==> config.mk <==
export PLATFORM = sky130hd
export DESIGN_NAME = uart_rx_ctrl
export DESIGN_NICKNAME = d
export VERILOG_FILES = /design/src/rtl/uart_pkg.sv /design/src/rtl/uart_rx_fifo.sv /design/src/rtl/uart_rx_ctrl.sv
export SDC_FILE = /design/constraint.sdc
export NUM_CORES = 1
export LEC_CHECK = 0
export ABC_AREA = 1
export CAP_MARGIN = 20
export CORE_MARGIN = 2
export CORE_UTILIZATION = 35
export DETAILED_ROUTE_END_ITERATION = 10
export PLACE_DENSITY = 0.55
export SKIP_LAST_GASP = 1
export SLEW_MARGIN = 30
export SYNTH_ARGS = -nofsm -noshare
export SYNTH_HDL_FRONTEND = slang
export SYNTH_SLANG_ARGS = --single-unit
==> constraint.sdc <==
create_clock -name clk_i -period 5.41 [get_ports clk_i]
set_input_delay 0.8115 -clock clk_i [delete_from_list [all_inputs] [get_ports clk_i]]
set_output_delay 0.8115 -clock clk_i [all_outputs]
set_load 0.02 [all_outputs]
==> src/rtl/uart_pkg.sv <==
// Shared constants and types for the UART receive-side controller.
//   BITS_PER_CHAR : bit-times in one character (start + 8 data + stop)
//   GUARD_BITS    : bit-times a reception may last before busy is abandoned
//   INTR_*        : bit positions within the write-1-to-clear interrupt vector
//   busy_state_e  : receiver busy tracker states
package uart_pkg;

    localparam int unsigned BITS_PER_CHAR = 10;
    localparam int unsigned GUARD_BITS    = 11;

    localparam int unsigned INTR_TIMEOUT  = 0;
    localparam int unsigned INTR_OVF      = 1;

    typedef enum logic [0:0] {
        ST_IDLE = 1'b0,
        ST_BUSY = 1'b1
    } busy_state_e;

endpackage

==> src/rtl/uart_rx_fifo.sv <==
// First-word-fall-through receive FIFO.
//   clk_i, rst_ni : clock, asynchronous active-low reset (pointers/level only)
//   push_i        : write wdata_i; accepted when not full or when a pop is accepted
//   pop_i         : consume head; ignored while empty
//   clr_i         : flush, wins over push and pop in the same cycle
//   rdata_o       : registered head byte, valid when valid_o = 1
//   valid_o       : FIFO not empty
//   level_o       : occupancy 0..DEPTH
//   full_o        : level_o == DEPTH
module uart_rx_fifo #(
    parameter int unsigned DEPTH = 16,
    parameter int unsigned DW    = 8
) (
    input  logic                   clk_i,
    input  logic                   rst_ni,
    input  logic                   push_i,
    input  logic                   pop_i,
    input  logic                   clr_i,
    input  logic [DW-1:0]          wdata_i,
    output logic [DW-1:0]          rdata_o,
    output logic                   valid_o,
    output logic [$clog2(DEPTH):0] level_o,
    output logic                   full_o
);

    localparam int unsigned AW = $clog2(DEPTH);

    logic [DW-1:0] mem_q [DEPTH];
    logic [AW-1:0] wptr_q, wptr_d;
    logic [AW-1:0] rptr_q, rptr_d;
    logic [AW:0]   level_q, level_d;
    logic [DW-1:0] rdata_q, rdata_d;
    logic          valid_q, valid_d;
    logic          full_q, full_d;
    logic          pop_ok;
    logic          push_ok;

    // Pointer, level and registered-head next state.
    always_comb begin
        pop_ok  = pop_i & valid_q;
        push_ok = push_i & (~full_q | pop_ok);

        wptr_d  = wptr_q + AW'(push_ok);
        rptr_d  = rptr_q + AW'(pop_ok);
        level_d = level_q + (AW+1)'(push_ok) - (AW+1)'(pop_ok);
        rdata_d = rdata_q;

        if (clr_i) begin
            wptr_d  = '0;
            rptr_d  = '0;
            level_d = '0;
            rdata_d = '0;
        end else if (level_d != '0) begin
            // The incoming byte becomes the head when it lands at the new read slot.
            rdata_d = (push_ok && (rptr_d == wptr_q)) ? wdata_i : mem_q[rptr_d];
        end

        valid_d = (level_d != '0);
        full_d  = (level_d == (AW+1)'(DEPTH));
    end

    always_ff @(posedge clk_i or negedge rst_ni) begin
        if (!rst_ni) begin
            wptr_q  <= '0;
            rptr_q  <= '0;
            level_q <= '0;
            rdata_q <= '0;
            valid_q <= 1'b0;
            full_q  <= 1'b0;
        end else begin
            wptr_q  <= wptr_d;
            rptr_q  <= rptr_d;
            level_q <= level_d;
            rdata_q <= rdata_d;
            valid_q <= valid_d;
            full_q  <= full_d;
        end
    end

    // Storage is not reset; only positions covered by level are ever read.
    always_ff @(posedge clk_i) begin
        if (push_ok && !clr_i) begin
            mem_q[wptr_q] <= wdata_i;
        end
    end

    assign rdata_o = rdata_q;
    assign valid_o = valid_q;
    assign level_o = level_q;
    assign full_o  = full_q;

endmodule

==> src/rtl/uart_rx_ctrl.sv <==
// Receive-side controller between the register block and the uart_rx receiver.
// Applies enable/baud configuration only while the receiver is idle, buffers
// received bytes in a FWFT FIFO and raises threshold, timeout and overflow
// interrupts.
//   clk_i, rst_ni          : clock, asynchronous active-low reset
//   rx_en_i                : requested receiver enable
//   clks_per_bit_i         : requested baud divisor
//   thresh_i               : FIFO level threshold, 0 disables
//   timeout_chars_i        : idle character-times before timeout, 0 disables
//   fifo_clr_i             : FIFO flush pulse
//   pop_i                  : consume head byte
//   intr_clr_i             : W1C, [0] timeout, [1] overflow
//   rx_data_i, rx_done_i   : received byte and its strobe
//   rx_start_i             : receiver start-bit indication
//   rx_en_o, clks_per_bit_o: configuration applied to the receiver
//   rdata_o, rvalid_o      : head byte and FIFO-not-empty
//   level_o                : FIFO occupancy
//   intr_*_o               : interrupt outputs
module uart_rx_ctrl
    import uart_pkg::*;
#(
    parameter int unsigned DEPTH   = 16,
    parameter logic [15:0] CPB_RST = 16'd868
) (
    input  logic                   clk_i,
    input  logic                   rst_ni,
    input  logic                   rx_en_i,
    input  logic [15:0]            clks_per_bit_i,
    input  logic [$clog2(DEPTH):0] thresh_i,
    input  logic [7:0]             timeout_chars_i,
    input  logic                   fifo_clr_i,
    input  logic                   pop_i,
    input  logic [1:0]             intr_clr_i,
    input  logic [7:0]             rx_data_i,
    input  logic                   rx_done_i,
    input  logic                   rx_start_i,
    output logic                   rx_en_o,
    output logic [15:0]            clks_per_bit_o,
    output logic [7:0]             rdata_o,
    output logic                   rvalid_o,
    output logic [$clog2(DEPTH):0] level_o,
    output logic                   intr_thresh_o,
    output logic                   intr_timeout_o,
    output logic                   intr_ovf_o
);

    localparam int unsigned AW = $clog2(DEPTH);
    localparam int unsigned CW = 16;  // baud divisor / bit-clock counter width
    localparam int unsigned BW = 12;  // bit-time counter width
    localparam int unsigned GW = 20;  // guard counter width, covers 11 * 65535

    busy_state_e   state_q, state_d;
    logic          start_q, start_d;
    logic [GW-1:0] guard_q, guard_d;
    logic [CW-1:0] cpb_q, cpb_d;
    logic          rx_en_q, rx_en_d;
    logic [CW-1:0] bclk_q, bclk_d;
    logic [BW-1:0] btime_q, btime_d;
    logic          to_hold_q, to_hold_d;
    logic          thresh_q, thresh_d;
    logic          timeout_q, timeout_d;
    logic          ovf_q, ovf_d;

    logic          fifo_full;
    logic          push_req;
    logic          pop_ok;
    logic          push_ok;
    logic          start_rise;
    logic          busy_entry;
    logic [GW-1:0] guard_limit;
    logic          guard_last;
    logic [BW-1:0] btime_limit;
    logic          bclk_last;
    logic          btime_last;
    logic          to_clear;
    logic          to_run;
    logic          timeout_set;
    logic          ovf_set;

    uart_rx_fifo #(
        .DEPTH (DEPTH),
        .DW    (8)
    ) u_fifo (
        .clk_i   (clk_i),
        .rst_ni  (rst_ni),
        .push_i  (push_req),
        .pop_i   (pop_i),
        .clr_i   (fifo_clr_i),
        .wdata_i (rx_data_i),
        .rdata_o (rdata_o),
        .valid_o (rvalid_o),
        .level_o (level_o),
        .full_o  (fifo_full)
    );

    // Next-state logic for busy tracking, configuration, timeout and interrupts.
    always_comb begin
        state_d     = state_q;
        start_d     = rx_start_i;
        guard_d     = guard_q;
        cpb_d       = cpb_q;
        rx_en_d     = rx_en_q;
        bclk_d      = bclk_q;
        btime_d     = btime_q;
        to_hold_d   = to_hold_q;
        timeout_set = 1'b0;

        // Mirror the FIFO's accept rules so overflow and timeout clears agree with it.
        push_req = rx_done_i & rx_en_q;
        pop_ok   = pop_i & rvalid_o;
        push_ok  = push_req & (~fifo_full | pop_ok);
        ovf_set  = push_req & fifo_full & ~pop_ok;

        start_rise  = rx_start_i & ~start_q;
        busy_entry  = (state_q == ST_IDLE) & start_rise;
        guard_limit = GW'(cpb_q) * GW'(GUARD_BITS);
        guard_last  = (guard_q + GW'(1)) >= guard_limit;

        unique case (state_q)
            ST_IDLE: begin
                if (start_rise) begin
                    state_d = ST_BUSY;
                    guard_d = '0;
                end
            end
            ST_BUSY: begin
                // Guard expiry recovers from a false start that never completes.
                if (rx_done_i || guard_last) begin
                    state_d = ST_IDLE;
                    guard_d = '0;
                end else begin
                    guard_d = guard_q + GW'(1);
                end
            end
            default: begin
                state_d = ST_IDLE;
                guard_d = '0;
            end
        endcase

        // Configuration follows the request only while idle; disable is always honoured.
        if (state_q == ST_IDLE) begin
            cpb_d = clks_per_bit_i;
        end
        rx_en_d = rx_en_i & ((state_q == ST_IDLE) | rx_en_q);

        // Character timeout: bit-clock prescaler feeding a bit-time counter.
        btime_limit = BW'(BITS_PER_CHAR) * BW'(timeout_chars_i);
        bclk_last   = ((CW+1)'(bclk_q) + (CW+1)'(1)) >= (CW+1)'(cpb_q);
        btime_last  = ((BW+1)'(btime_q) + (BW+1)'(1)) >= (BW+1)'(btime_limit);
        to_clear    = push_ok | pop_ok | fifo_clr_i | busy_entry;
        to_run      = rvalid_o & (state_q == ST_IDLE) & (timeout_chars_i != '0) & ~to_hold_q;

        if (to_clear) begin
            bclk_d    = '0;
            btime_d   = '0;
            to_hold_d = 1'b0;
        end else if (to_run) begin
            if (!bclk_last) begin
                bclk_d = bclk_q + CW'(1);
            end else if (!btime_last) begin
                bclk_d  = '0;
                btime_d = btime_q + BW'(1);
            end else begin
                // Terminal count: freeze until the next clear event.
                to_hold_d   = 1'b1;
                timeout_set = 1'b1;
            end
        end

        thresh_d  = (thresh_i != '0) && (level_o >= thresh_i);
        // Set beats a simultaneous write-1-to-clear.
        timeout_d = timeout_set | (timeout_q & ~intr_clr_i[INTR_TIMEOUT]);
        ovf_d     = ovf_set | (ovf_q & ~intr_clr_i[INTR_OVF]);
    end

    always_ff @(posedge clk_i or negedge rst_ni) begin
        if (!rst_ni) begin
            state_q   <= ST_IDLE;
            start_q   <= 1'b0;
            guard_q   <= '0;
            cpb_q     <= CPB_RST;
            rx_en_q   <= 1'b0;
            bclk_q    <= '0;
            btime_q   <= '0;
            to_hold_q <= 1'b0;
            thresh_q  <= 1'b0;
            timeout_q <= 1'b0;
            ovf_q     <= 1'b0;
        end else begin
            state_q   <= state_d;
            start_q   <= start_d;
            guard_q   <= guard_d;
            cpb_q     <= cpb_d;
            rx_en_q   <= rx_en_d;
            bclk_q    <= bclk_d;
            btime_q   <= btime_d;
            to_hold_q <= to_hold_d;
            thresh_q  <= thresh_d;
            timeout_q <= timeout_d;
            ovf_q     <= ovf_d;
        end
    end

    assign rx_en_o        = rx_en_q;
    assign clks_per_bit_o = cpb_q;
    assign intr_thresh_o  = thresh_q;
    assign intr_timeout_o = timeout_q;
    assign intr_ovf_o     = ovf_q;

endmodule

==> qor.yml, run 1 <==
synthesis:
  synthDistinctLibCells: 49
  ys_seq_area_frac: 0.4606
  synth_warnings: 0
  post_synth.cell_area_avg_sq_um: 8.766
  synthFlopType: "edfxtp_1"
  synth-edff-count: 128
  synth_area_sq_mm: 0.01346
  synthCells: 1536
  synth_fp_nets: 1709
  async_flop_share: 0.4234
  ys_ff_latch: 222
global_route:
  grt_antenna_before_repair: 0
  grt_pass1_wl_mm: 54.37
  grtUsageTotal: 0.1678
  grt_overflow: 0
  grt_pass1_vias: 10106
  grt_max_degree: 66
setup_path:
  critPathKind: "flop to flop"
  crit_slowest_cell: "dfstp_2"
  r2r-start: "clks_per_bit_o[2]"
  r2r_cells: 21
  crit_top_cell: "nand2_1"
  cp_cell_sequence: "ha_1, ha_1, inv_1, fa_1, nand3b_1, nand2_1, a21boi_0, o21ai_0, nand2_1, nand3_1, xor2_1, ha_1, nand2_1, nor2_1, and2_1, nand3_1, nand4_1, nor2_1, buf_4, nand3_1, nand2_1"
  cp_slowest_stage_delay_ns: 0.64
  crit_required_ns: 5.91
  start_kind: "flop"
  cp-end-kind: "flop"
  r2r_slack_ns: 1.23
  path_max_fanout: 21
  r2r_end: "guard_q[16]"
  critical_path_arrival_ns: 4.68
timing:
  max-slew-margin-rel: 0.4043
  worst_pin_slew_ns: 0.8903
  slew_viol_final: 0
  period_needed_ns: 4.181
  skew_ns: 0.01720
  tns_ns: 0
  setup_viol: 0
  period_share: 0.7728
  fmax_mhz: 239.2
  hold_viol: 0
  rsz0062_at_grt: "no"
finish:
  drive_gt1_frac: 0.05273
  post-route-util: 0.4134
  n_fill_cell: 3785
  nets: 1784
  final_common_cell: "nand2_1"
  syn_to_final_growth_pct: 15.91
  layout_common_cells: "nand2_1, inv_1, edfxtp_1"
  num_antenna_cells: 0
pwr:
  cellPowerDensity_mw_per_mm2: 406.8
  cellLeakagePower_nw: 7.342
  ir_drop_mv: 0.2533
routing:
  routed_via_density: 4.884
  drt_iter0_drc: 520
  vias: 10461
  ant_nets: 0
  avgRoutedWirePerCell_microns: 15.71
  wirelength_mm: 33.66
  dr.pass1.iters: 5
  drc_errors: 0
die:
  core_sq_mm: 0.03776
  dieArea_sq_mm: 0.04005
  fp.dieW_microns: 200.1
  ios: 80
  rows: 71
  dieHeight_microns: 200.1
  start_util: 0.3566
clocking:
  clkTransAtPathRegs_ns: 0.06
  cts-resized-gates: 0
  post-cts-setup-buffer-count: 0
  cts.sinks: 222
  postCtsHoldBufs: 0
  cts-buffers-inserted: 27
  clock_path_buffers: 3
  h-tree-depth: 1
  cts_root_buffer: "clkbuf_16"
  clock_latency_ns: 0.56
  tritoncts: "yes"
placed_design:
  gp_congestion: 0.8507
  place_hpwl_mm: 24.00
  io_buffers: 79
job:
  maxCapViolCount: 0
status:
  status: "finished clean"
hold_path:
  min_path_type: "primary input to asynchronous set/reset pin"
state kept, by name, indices dropped and copies added (netlist names):
name	count
start_q	1
to_hold_q	1
btime_q	12
bclk_q	16
u_fifo.full_o	1
guard_q	20
clks_per_bit_o	16
u_fifo.rdata_o	8
intr_ovf_o	1
state_q	1
u_fifo.level_o	5
intr_timeout_o	1
u_fifo.mem_q	128
u_fifo.valid_o	1
rx_en_o	1
u_fifo.rptr_q	4
intr_thresh_o	1
u_fifo.wptr_q	4
worst max-delay path by stage:
stage / startpoint / to / slack [ns]
after floorplan: clks_per_bit_o[4] / guard_q[10] / 1.52
after global routing: clks_per_bit_o[1] / guard_q[14] / 0.86
after detailed placement: timeout_chars_i[1] / btime_q[10] / 0.94
after CTS: clks_per_bit_o[2] / guard_q[16] / 1.22
final: clks_per_bit_o[2] / guard_q[16] / 1.23
after global placement: timeout_chars_i[1] / btime_q[3] / 1.03
worst max-delay path: cells and delay by family, from the launching register on:
kind            cells  cell delay (ns)
simple gates       12             1.24
fa+ha+maj           4             1.28
xor+xnor            1             0.19
compound gates      2             0.45
flops               1             0.64
buf+inv             2             0.31
per-layer routing:
metal,routed length (microns),global-route usage,vias up
met4,691,0.04051,0
met2,16090,0.2851,189
met5,0,0,-
li1,-,-,5255
met1,15590,0.2266,4973
met3,1283,0.02245,44
cells by family after synthesis:
kind of cell,count (synthesis),synth area share
XOR/XNOR,59,0.03950
adder cells (fa/ha/maj),127,0.1264
flip-flops,222,0.4606
AND/OR/NAND/NOR,709,0.2262
multiplexers,1,0.0008363
buffers and inverters,244,0.07193
AO/OA/AOI/OAI,174,0.07453
per-stage QoR:
step / power (mW) / cells / worst slack (ns) / hold slack (ns) / area, sq um
finish: 6.348 / 2142 / 1.229 / 0.3358 / 15610
global route: 6.815 / 2142 / 0.8553 / 0.3995 / 15610
CTS: 6.424 / 2142 / 1.220 / 0.3432 / 15600
detailed placement: 4.687 / 2093 / 0.9421 / 0.4686 / 14780
global placement: 4.657 / 2093 / 1.035 / 0.4611 / 14780
floorplan: 3.883 / 1536 / 1.520 / 0.4426 / 13460
report_power, final:
group	leakage (nW)	switching, mW	internal, mW
Clock	0.397	0.730	0.971
Combinational	4.56	1.68	0.967
Sequential	2.39	0.111	1.89
area by class of cell:
class / instances / area, sq um / area share
timing repair buffer: 93 / 893.4 / 0.05724
clock inverter: 15 / 121.4 / 0.007777
multi-input combinational: 1070 / 6307 / 0.4042
tap: 511 / 639.4 / 0.04097
clock buffer: 34 / 701.9 / 0.04498
inverter: 197 / 739.5 / 0.04738
sequential: 222 / 6203 / 0.3975
cells in the mapped netlist, drive strengths merged, types with 8 or more instances:
| library cell | count | area (sq um) |
|---|---|---|
| nand2 | 403 | 1525 |
| fa | 15 | 300.3 |
| nand4 | 42 | 262.8 |
| a21oi | 108 | 544.3 |
| ha | 112 | 1401 |
| inv | 197 | 739.5 |
| xor2 | 39 | 349.1 |
| dfrtp | 89 | 2227 |
| clkbuf | 13 | 48.80 |
| nor2 | 118 | 467.9 |
| xnor2 | 20 | 182.7 |
| edfxtp | 128 | 3844 |
| o21ai | 16 | 80.08 |
| buf | 34 | 180.2 |
| nor3 | 13 | 81.33 |
| nand3 | 121 | 620.6 |
| a22oi | 25 | 187.7 |
| a21o | 8 | 60.06 |
(Power assumes the default switching activity.)
==> run 2: changes to the inputs <==
Settings changed: PLACE_DENSITY 0.55 to 0.56.
Clock period 5.41 ns to 3.7 ns, I/O delays scaled along.
==> run 2 against run 1 <==
Effect of this change: the flow now finishes with violations (negative setup slack); core utilization grew 2.7 points; clock skew hardly changed; final cell count rose by 4.6%; sequential cell count stayed put; setup slack worse by 1.6 ns; first-iteration DRC count grew 26%; critical endpoint is now guard_q[10]; largest cell class unchanged; highest routed layer unchanged.
==> qor.yml, run 2 (synthesized netlist as in run 1, its figures left out) <==
timing:
  rsz0062_at_grt: "yes"
  hold_slack_ns: 0.08149  # -0.2543 ns
  slew_viol_final: 0  # unchanged
  max-slew-margin-rel: 0.4380  # +0.03375
  fin_ws_ns: -0.3612  # -1.591 ns
  period_share: 1.098  # +0.3249
  setup_viol: 21  # +21
  period_needed_ns: 4.061  # -0.1195 ns
  fmax_mhz: 246.2  # +2.9%
  hold_viol: 0  # unchanged
  skew_ns: 0.01735  # +0.0001550 ns
  worst_pin_slew_ns: 0.8430  # -0.04734 ns
setup_path:
  cpLargestDelayFamily: "adder cells"
  critPathKind: "flop to flop"
  cp-end-kind: "flop"
  worst-path-stages: 22  # +4.8%
  cp_cell_sequence: "ha_1, inv_1, fa_1, inv_1, ha_4, a21o_1, o21ai_1, o211ai_1, buf_4, buf_4, xnor2_1, ha_1, nand2_1, nor2_2, nand2_1, nor2_1, nand3_1, nand4_1, nor2_4, clkbuf_16, nand3_1, nand2_1"
  cp.buffers_inverters: 5  # +3
  critical_path_arrival_ns: 4.50  # -0.18 ns
  r2r_slack_ns: -0.36  # -1.59 ns
  start_kind: "flop"
  crit_required_ns: 4.14  # -1.77 ns
  crit_slowest_cell: "dfstp_2"
  r2r_end: "guard_q[10]"
  cp-endpoint: "guard_q[10]"
  cp_slowest_stage_delay_ns: 0.57  # -0.07 ns
  startpoint: "clks_per_bit_o[5]"
  crit_top_cell: "nand2_1"
  r2r-start: "clks_per_bit_o[5]"
  r2r_cells: 22  # +4.8%
  path_max_fanout: 10  # -52%
pwr:
  cellLeakagePower_nw: 7.871  # +7.2%
  ir_drop_mv: 0.4055  # +60%
  cellPowerDensity_mw_per_mm2: 602.7  # +48%
  p_total_mw: 10.02  # +58%
finish:
  num_antenna_cells: 0  # unchanged
  instances_no_fill: 2240  # +4.6%
  largest_register: "u_fifo.mem_q"
  syn_to_final_growth_pct: 23.52
  post-route-util: 0.4405  # +0.02714
  layout_common_cells: "nand2_1, inv_1, edfxtp_1"
  final_common_cell: "nand2_1"
  drive_gt1_frac: 0.1249  # +0.07220
  fin_area_sq_mm: 0.01663  # +6.6%
  reg_top3: "u_fifo.mem_q (128), guard_q (20)"
  largest_reg_flops: 128  # unchanged
  nets: 1882  # +5.5%
routing:
  drc_errors: 0  # unchanged
  dr.pass1.iters: 5  # unchanged
  vias: 10970  # +4.9%
  drt_iter0_drc: 654  # +26%
  ant_nets: 0  # unchanged
  avgRoutedWirePerCell_microns: 15.54  # -1.1%
  wirelength_mm: 34.81  # +3.4%
  routed_via_density: 4.897  # +0.28%
placed_design:
  place_area_sq_mm: 0.01559  # +5.5%
  gp_congestion: 0.8836  # +3.9%
  place_hpwl_mm: 24.81  # +3.4%
  dp_cells: 2185  # +4.4%
  io_buffers: 79  # unchanged
die:
  start_util: 0.3566  # unchanged
  core_sq_mm: 0.03776  # unchanged
  dieArea_sq_mm: 0.04005  # unchanged
  dieHeight_microns: 200.1  # unchanged
  ios: 80  # unchanged
  fp.dieW_microns: 200.1  # unchanged
  rows: 71  # unchanged
clocking:
  h-tree-depth: 1  # unchanged
  tritoncts: "yes"
  clock_path_buffers: 3  # unchanged
  cts-buffers-inserted: 26  # -3.7%
  cts_root_buffer: "clkbuf_16"
  clkTransAtPathRegs_ns: 0.06  # about the same
  cts.sinks: 222  # unchanged
  clock_latency_ns: 0.56  # about the same
status:
  status: "finished with violations"
  violations: "negative setup slack"
global_route:
  grt_pass1_vias: 10715  # +6.0%
  grt_pass1_wl_mm: 56.07  # +3.1%
  grtUsageTotal: 0.1724  # +0.004649
  grt_max_degree: 66  # unchanged
  grt_antenna_before_repair: 0  # unchanged
  grt_overflow: 0  # unchanged
job:
  maxCapViolCount: 0  # unchanged
hold_path:
  min_path_type: "primary input to asynchronous set/reset pin"
-- run 2: repair_timing --
item / 4_1_cts / 5_1_grt
pin swaps: 2 / 7
resized for setup: 2 / 26
setup buffers: 0 / 5
setup endpoints to repair: 21 / 21
hold buffers: 0 / 0
cloned: 0 / 2
-- run 2: worst min path at each step --
stage / cells past startpoint / endpoint / slack [ns] / startpoint
2_1_floorplan: 0 / bclk_q[0] / 0.26 / rst_ni
3_3_place_gp: 2 / to_hold_q / 0.46 / to_hold_q
4_1_cts: 1 / guard_q[9] / 0.10 / rst_ni
5_1_grt: 1 / guard_q[13] / 0.14 / rst_ni
3_5_place_dp: 2 / u_fifo.rdata_o[7] / 0.47 / u_fifo.rdata_o[7]
6_report: 1 / guard_q[13] / 0.08 / rst_ni
-- run 2: final cells by class --
| type | count | area, sq um |
|---|---|---|
| multi-input combinational | 1070 | 6502 |
| clock inverter | 15 | 130.1 |
| sequential | 222 | 6208 |
| clock buffer | 33 | 676.9 |
| inverter | 197 | 739.5 |
| fill | 3666 | 21120 |
| timing repair buffer | 192 | 1734 |
| tap | 511 | 639.4 |
-- run 2: worst reg2reg max path: cells and delay by family, from the launching register on --
family,cells,cell delay [ns]
and+or+nand+nor,9,0.88
xor gates and xnor gates,1,0.12
adders and majority gates,4,1.15
DFF,1,0.57
buffers and inverters,5,0.65
AOI/OAI and AO/OA,3,0.59
-- run 2: metrics by stage --
step	TNS [ns]	setup slack, ns
2_1_floorplan	0	0.009409
3_3_place_gp	-8.246	-0.2030
3_5_place_dp	-10.60	-0.2667
4_1_cts	-3.743	-0.1894
5_1_grt	-13.53	-0.6652
6_report	-7.189	-0.3612
-- run 2: per-layer routing --
metal | vias to the layer above | global-route usage | wire (microns)
li1 | 5452 | - | -
met1 | 5216 | 0.2371 | 16200
met2 | 261 | 0.2903 | 16260
met3 | 41 | 0.02457 | 1809
met4 | 0 | 0.03438 | 543
met5 | - | 0 | 0
-- run 2: power breakdown --
group	total [mW]	internal (mW)	switching [mW]
Clock	2.44	1.37	1.07
Sequential	2.90	2.77	0.136
Combinational	4.68	2.02	2.66
